$ cat config.mk
export PLATFORM = sky130hd
export DESIGN_NAME = unpacker_flat
export DESIGN_NICKNAME = d
export VERILOG_FILES = /design/src/rtl/unpacker_if.sv /design/src/rtl/unpacker.sv /design/src/flat_wrapper.sv
export SDC_FILE = /design/constraint.sdc
export NUM_CORES = 1
export LEC_CHECK = 0
export BUFFER_PORTS_ARGS = -buffer_cell sky130_fd_sc_hd__clkbuf_2
export CAP_MARGIN = 15
export CORE_MARGIN = 3
export CORE_UTILIZATION = 50
export DETAILED_ROUTE_END_ITERATION = 12
export PLACE_DENSITY = 0.75
export SYNTH_ARGS = -nofsm -noshare
export SYNTH_HDL_FRONTEND = slang
export SYNTH_SLANG_ARGS = --single-unit
export TNS_END_PERCENT = 1
$ cat constraint.sdc
create_clock -name clk_i -period 1.8 [get_ports clk_i]
set_input_delay 0.36 -clock clk_i [delete_from_list [all_inputs] [get_ports clk_i]]
set_output_delay 0.36 -clock clk_i [all_outputs]
set_load 0.02 [all_outputs]
$ cat src/rtl/unpacker_if.sv
// -----------------------------------------------------------------------------
// unpacker_if
//
// Ready/valid bus for the unpacker. Holds both sides of the block: the packed
// input stream from upstream and the symbol output stream to downstream.
//
// Signals (names are from the unpacker's point of view):
//   packed_i    packed word from upstream
//   valid_i     packed_i is valid
//   ready_o     unpacker can accept packed_i this cycle
//   unpacked_o  current symbol
//   valid_o     unpacked_o is valid
//   ready_i     downstream accepts unpacked_o
//   index_o     position (0..N-1) of the current symbol within its word
//
// Modports:
//   slave   the unpacker itself
//   master  the environment (upstream source plus downstream sink)
// -----------------------------------------------------------------------------
interface unpacker_if #(
    parameter int packed_width_p = 8,
    parameter int symbol_width_p = 2
);

    localparam int n_lp           = packed_width_p / symbol_width_p;
    localparam int index_width_lp = $clog2(n_lp);

    logic [packed_width_p-1:0] packed_i;
    logic                      valid_i;
    logic                      ready_o;
    logic [symbol_width_p-1:0] unpacked_o;
    logic                      valid_o;
    logic                      ready_i;
    logic [index_width_lp-1:0] index_o;

    modport slave (
        input  packed_i,
        input  valid_i,
        input  ready_i,
        output ready_o,
        output unpacked_o,
        output valid_o,
        output index_o
    );

    modport master (
        output packed_i,
        output valid_i,
        output ready_i,
        input  ready_o,
        input  unpacked_o,
        input  valid_o,
        input  index_o
    );

endinterface

$ cat src/rtl/unpacker.sv
// -----------------------------------------------------------------------------
// unpacker
//
// Splits each packed word into N = packed_width_p / symbol_width_p symbols and
// emits them one per cycle on a ready/valid stream. Inverse of the symbol
// packer on the capture path, so packer -> unpacker is the identity. A new
// word is accepted in the same cycle the final symbol of the previous word
// leaves, giving one symbol per cycle with no bubbles across word boundaries.
//
// Parameters:
//   packed_width_p  input word width (default 8)
//   symbol_width_p  output symbol width, must divide packed_width_p (default 2)
//
// Ports:
//   clk_i     clock, rising edge
//   reset_ni  asynchronous active-low reset
//   bus       unpacker_if.slave: packed_i/valid_i/ready_o input stream,
//             unpacked_o/valid_o/ready_i/index_o output stream
//
// Build option:
//   UNPACKER_MSB_FIRST_EN  when defined, symbol 0 is the most significant
//                          symbol of the word; otherwise symbol 0 is the least
//                          significant one. index_o always counts in emission
//                          order.
// -----------------------------------------------------------------------------
module unpacker #(
    parameter int packed_width_p = 8,
    parameter int symbol_width_p = 2
) (
    input  logic       clk_i,
    input  logic       reset_ni,
    unpacker_if.slave  bus
);

    localparam int n_lp           = packed_width_p / symbol_width_p;
    localparam int index_width_lp = $clog2(n_lp);
    localparam logic [index_width_lp-1:0] last_index_lp = index_width_lp'(n_lp - 1);

    logic [packed_width_p-1:0] data_r,  data_d;
    logic [index_width_lp-1:0] index_r, index_d;
    logic                      full_r,  full_d;

    logic                      last;
    logic                      in_fire;
    logic                      out_fire;
    logic                      ready;
    logic [index_width_lp-1:0] lane;
    logic [symbol_width_p-1:0] symbol;

    // Handshake. ready depends combinationally on ready_i so the word can be
    // replaced in the cycle its final symbol is taken.
    assign last     = (index_r == last_index_lp);
    assign ready    = !full_r || (last && bus.ready_i);
    assign in_fire  = bus.valid_i && ready;
    assign out_fire = full_r && bus.ready_i;

    // Map the emission index onto a physical lane of the stored word.
`ifdef UNPACKER_MSB_FIRST_EN
    assign lane = last_index_lp - index_r;
`else
    assign lane = index_r;
`endif

    always_comb begin
        // NOTE: every variable written here gets a default first, so no path
        // leaves it unassigned and no latch is inferred.
        symbol = '0;
        for (int i = 0; i < n_lp; i++) begin
            if (lane == index_width_lp'(i)) begin
                symbol = data_r[i*symbol_width_p +: symbol_width_p];
            end
        end
    end

    // Next-state logic, highest priority first. An accept also covers the
    // case where the final symbol leaves in the same cycle.
    always_comb begin
        data_d  = data_r;
        index_d = index_r;
        full_d  = full_r;
        if (in_fire) begin
            data_d  = bus.packed_i;
            index_d = '0;
            full_d  = 1'b1;
        end else if (out_fire && !last) begin
            index_d = index_r + index_width_lp'(1);
        end else if (out_fire && last) begin
            // Clearing data keeps unpacked_o at zero while idle.
            data_d  = '0;
            index_d = '0;
            full_d  = 1'b0;
        end
    end

    // NOTE: state registers use non-blocking assignments so every flop
    // samples the pre-edge values, independent of block ordering.
    always_ff @(posedge clk_i or negedge reset_ni) begin
        if (!reset_ni) begin
            // NOTE: the word register is reset too; it is a single word, and
            // a known zero is what the idle output must show.
            data_r  <= '0;
            index_r <= '0;
            full_r  <= 1'b0;
        end else begin
            data_r  <= data_d;
            index_r <= index_d;
            full_r  <= full_d;
        end
    end

    assign bus.ready_o    = ready;
    assign bus.valid_o    = full_r;
    assign bus.unpacked_o = symbol;
    assign bus.index_o    = index_r;

endmodule

$ cat src/flat_wrapper.sv
// flat-port wrapper written by rule: the top's interface ports become plain ports
module unpacker_flat 
#(
    parameter int packed_width_p = 8,
    parameter int symbol_width_p = 2
)
  (clk_i, reset_ni, bus_packed_i, bus_valid_i, bus_ready_i, bus_ready_o, bus_unpacked_o, bus_valid_o, bus_index_o);
  unpacker_if #(.packed_width_p(packed_width_p), .symbol_width_p(symbol_width_p)) bus_i ();
  input  logic clk_i;
  input  logic reset_ni;
  input wire logic [$bits(bus_i.packed_i)-1:0] bus_packed_i;
  input wire logic [$bits(bus_i.valid_i)-1:0] bus_valid_i;
  input wire logic [$bits(bus_i.ready_i)-1:0] bus_ready_i;
  output wire logic [$bits(bus_i.ready_o)-1:0] bus_ready_o;
  output wire logic [$bits(bus_i.unpacked_o)-1:0] bus_unpacked_o;
  output wire logic [$bits(bus_i.valid_o)-1:0] bus_valid_o;
  output wire logic [$bits(bus_i.index_o)-1:0] bus_index_o;
  assign bus_i.packed_i = bus_packed_i;
  assign bus_i.valid_i = bus_valid_i;
  assign bus_i.ready_i = bus_ready_i;
  assign bus_ready_o = bus_i.ready_o;
  assign bus_unpacked_o = bus_i.unpacked_o;
  assign bus_valid_o = bus_i.valid_o;
  assign bus_index_o = bus_i.index_o;
  unpacker #(.packed_width_p(packed_width_p), .symbol_width_p(symbol_width_p)) u_core (.clk_i(clk_i), .reset_ni(reset_ni), .bus(bus_i));
endmodule
[Yosys cells after proc, flatten, opt, wreduce, memory -nomap -nowiden]
Cells that the tools add are included.
Storage, ports and cells
  flip-flop bits (word level): 11
  bits in latches: 0
  RAM bits: 0
  memory bits (read-only): 0
  bits of input ports: 12
  word-level logic and storage cells: 33
  memories kept: 0
Operators by class
  add/subtract/negate cells: 1
  multipliers: 0
  divide/modulo/power cells: 0
  $lt $le $gt $ge: 0
  equality and inequality tests: 4
  shift-type cells: 0
  multiplexer cells: 13
  bitwise logic cells: 0
  reduce and logical (&&, ||, !) cells: 12
Operators with widths (number)
  $mux 8: 3
  $mux 2: 7
  $logic_and 1x1->1: 5
  $eq 2x2->1 const B: 2
  $mux 1: 3
  $reduce_bool 3->1: 1
  $add 2x1->2 const B: 1
  $eq 2x1->1 const B: 1
  $logic_not 1->1: 2
  $logic_not 2->1: 1
  $ne 2x1->1 const B: 1
  $reduce_and 2->1: 1
  $reduce_bool 2->1: 1
  $logic_or 1x1->1: 1

[Depth between registers and ports, before layout]
  depth after elaboration: 6
  gate-level depth with buffers: 6
  gate-level depth less buffers: 5

[Worst setup path before layout]
Ideal clock, no wire load.
  kind: reg2out
  from: register u_core.index_r[0], in the netlist u_core.bus.index_o[0]
  to: output port bus_unpacked_o[0]
  data arrival time: 1.289 ns
  slack: 0.151 ns
  stages on the path, launching flop included: 6
  path through: dfrtp_1 -> inv_1 -> ha_1 -> a211oi_1 -> o21ai_1 -> o311a_1
Between the ends
  word-level cells in the longest chain between the ends: 5
RTL lines
  start: declaration: RTL line unpacker.sv:40  | logic [index_width_lp-1:0] index_r, index_d;
  start signal: assignment: RTL line unpacker.sv:106  | index_r <= index_d;
  $logic_not 2->1: RTL line unpacker.sv:69  | if (lane == index_width_lp'(i)) begin
  $mux 2 (3 in series): RTL line unpacker.sv:69
  $mux 2 *: RTL line unpacker.sv:69
  end: declaration: RTL line flat_wrapper.sv:15  | output wire logic [$bits(bus_i.unpacked_o)-1:0] bus_unpacked_o;
Every way passes the cells marked *; elsewhere a longest branch is shown, timed or not.

[Worst setup path in the final report]
Ends and elaborated chain as after synthesis.

==> flow_summary.json <==
{
  "die_x_um": 45.30,
  "syn-mean-instance-area_sq_um": 11.52,
  "worst_clock_skew_ns": 0.001468,
  "synth_top_family_by_area": "compound AO/OA/AOI/OAI gates",
  "grt.total_usage_pct": 19.98,
  "end_kind": "output port",
  "min_from": "bus_packed_i[0]",
  "synth-compound-area-share_pct": 32.25,
  "crit_path_max_fanout": 4,
  "fin_crit_ns": 1.916,
  "vias": 615,
  "timing.hold.ws_ns": 0.3138,
  "layout-drive-gt1-share_pct": 61.29,
  "path_class": "reg -> out",
  "critPathLaunch": "u_core.bus.index_o[0]",
  "rows": 13,
  "yosys.area_share.xor_xnor_pct": 0,
  "setup_tns_ns": -0.2254,
  "grt_pass1_wl_um": 2877,
  "drt_iter0_drc": 4,
  "max-cap-violations": 0,
  "initial_utilization_pct": 56.50,
  "status": "finished, violations left",
  "vias_per_cell": 5.694,
  "synth_mux_area_share_pct": 13.13,
  "layout_commonest_cell": "clkbuf_2",
  "synthesis.nets": 83,
  "rsz0062_at_grt": "true",
  "grt_pass1_vias": 632,
  "synth_fa_ha_area_share_pct": 6.483,
  "timing.rr.end": "u_core.data_r[6]",
  "r2r_cells": 5,
  "start_kind": "flop",
  "final_nets": 110,
  "power.leakage_nw": 0.4653,
  "drt_wl_total_um": 1730,
  "cts_buffers": 3,
  "r2r_start": "u_core.bus.index_o[1]",
  "rrSetupSlack_ns": 0.36,
  "ant_nets": 0,
  "max_slew_margin_pct": 71.47,
  "final-hold-violation-count": 0,
  "ir_drop_mv": 0.7393,
  "synth-simple-area-share_pct": 5.997,
  "violations": "setup timing",
  "seq_area_frac_synth_pct": 35.66,
  "die_h_um": 45.30,
  "cts_root_buf": "clkbuf_4",
  "clkSinkCount": 11,
  "drcViolationCount": 0,
  "hp-class": "in -> reg",
  "globalplace.congestion": 0.7809,
  "required_ns": 1.44,
  "postSynthCellCount": 67,
  "mostFrequentLayoutCells": "clkbuf_2, o21ai_2, mux2i_1, dfrtp_1",
  "routedWlPerCell_um": 16.02,
  "syn_area_sq_um": 772.0,
  "worstPathArrival_ns": 1.56,
  "grt_max_degree": 12,
  "setup_violations": 2,
  "overflow": 0,
  "design.core.area_sq_um": 1366,
  "worst_slew_pin_slew_ns": 0.4280,
  "die_area_sq_um": 2052,
  "diodes": 0,
  "ys_warn_count": 0,
  "min_period_over_period_pct": 106.5,
  "dp_hpwl_um": 1174,
  "hold_depth": 3,
  "ys_ff_latch": 11,
  "numPortBuffers": 17,
  "drv_slew": 0,
  "area_growth_pct": 31.12,
  "cts_tree": "built",
  "cellPowerDensity_nw_per_um2": 1548,
  "max_freq_mhz": 521.8,
  "h-tree-depth": 1,
  "synth_cell_types": 22,
  "worstHoldEndpoint": "u_core.data_r[0]",
  "worst_slack_ns": -0.1165,
  "drtPass1Iterations": 2,
  "clk_path_buf_depth": 2,
  "antenna_found_initial": 0,
  "ioPinCount": 18,
  "clkTransAtPathRegs_ns": 0.07,
  "clkLatencyLatePin_ns": 0.27
}
[through the flow]
step,instances,power [mW],setup WS (ns),util [%],area (sq um)
floorplan,67,0.9916,0.1507,-,772.0
global placement,99,1.148,0.1361,63.74,870.8
detailed placement,99,1.164,0.08260,63.74,870.8
CTS,107,1.532,-0.1113,73.26,1001
global route,108,1.676,-0.1763,74.08,1012
finish,108,1.567,-0.1165,74.08,1012
[metal layers]
layer | track usage, % | share of wire [%]
met5 | 0 | 0
met2 | 33.33 | 51
met1 | 24.69 | 44
met3 | 2.789 | 3.9
met4 | 10.53 | 0.69
[worst max-delay path, cell delays in order, from the launching register on]
cell and delay (ns):
dfrtp_2 0.48, inv_4 0.11, ha_4 0.15, inv_1 0.05, o311a_1 0.34, clkbuf_8 0.16
[worst max-delay path by stage]
stage                              to  slack [ns]  depth (start not counted)
floorplan           bus_unpacked_o[0]        0.15                          5
global placement    bus_unpacked_o[1]        0.14                          5
detailed placement  bus_unpacked_o[1]        0.08                          5
CTS                 bus_unpacked_o[0]       -0.11                          5
global route        bus_unpacked_o[0]       -0.18                          6
finish              bus_unpacked_o[0]       -0.12                          5
[synth_stat cells, drive strengths merged]
| library cell | count | area share, % |
|---|---|---|
| buf | 4 | 4.5 |
| o21ai | 10 | 10 |
| dfrtp | 11 | 36 |
| o311a | 2 | 2.6 |
| a22oi | 8 | 13 |
| inv | 4 | 1.9 |
| nand2b | 3 | 2.4 |
| a21boi | 1 | 2.4 |
| a22o | 1 | 1.1 |
| o22ai | 1 | 0.81 |
| mux2 | 1 | 1.5 |
| a211oi | 2 | 1.9 |
| ha | 4 | 6.5 |
| and3 | 1 | 0.81 |
| nor2 | 1 | 0.49 |
| nand2 | 3 | 1.5 |
| mux2i | 9 | 12 |
| or2 | 1 | 0.81 |
[flip-flops by register name, indices dropped and copies added (netlist names)]
signal and cells:
u_core.bus.index_o 2, u_core.bus.valid_o 1, u_core.data_r 8
[cell families (layout without fill, tap and decap cells)]
kind of cell | Yosys count | in the layout
compound gates | 25 | 25
flops | 11 | 11
mux | 10 | 10
simple gates | 9 | 9
buf+inv | 8 | 34
fa+ha+maj | 4 | 4
[cell type report]
type | instances | area, sq um
fillers | 98 | 354.1
multi-input cells | 48 | 505.5
inverters | 4 | 20.02
repair buffers | 26 | 163.9
clock buffers | 4 | 26.28
flip-flops and latches | 11 | 277.8
well taps | 15 | 18.77
[power breakdown]
group          switching [mW]  internal (mW)
Clock                  0.0891         0.0858
Sequential              0.136          0.345
Combinational           0.439          0.472
Total                   0.664          0.903
[timing repair]
item	4_1_cts	5_1_grt
gates resized for setup	17	2
setup endpoints to repair	2	2
hold endpoints to repair	11	0
pin swaps	4	1
hold buffers	1	0
setup buffers	3	1
No activity file was read; power rests on OpenSTA's default activity.
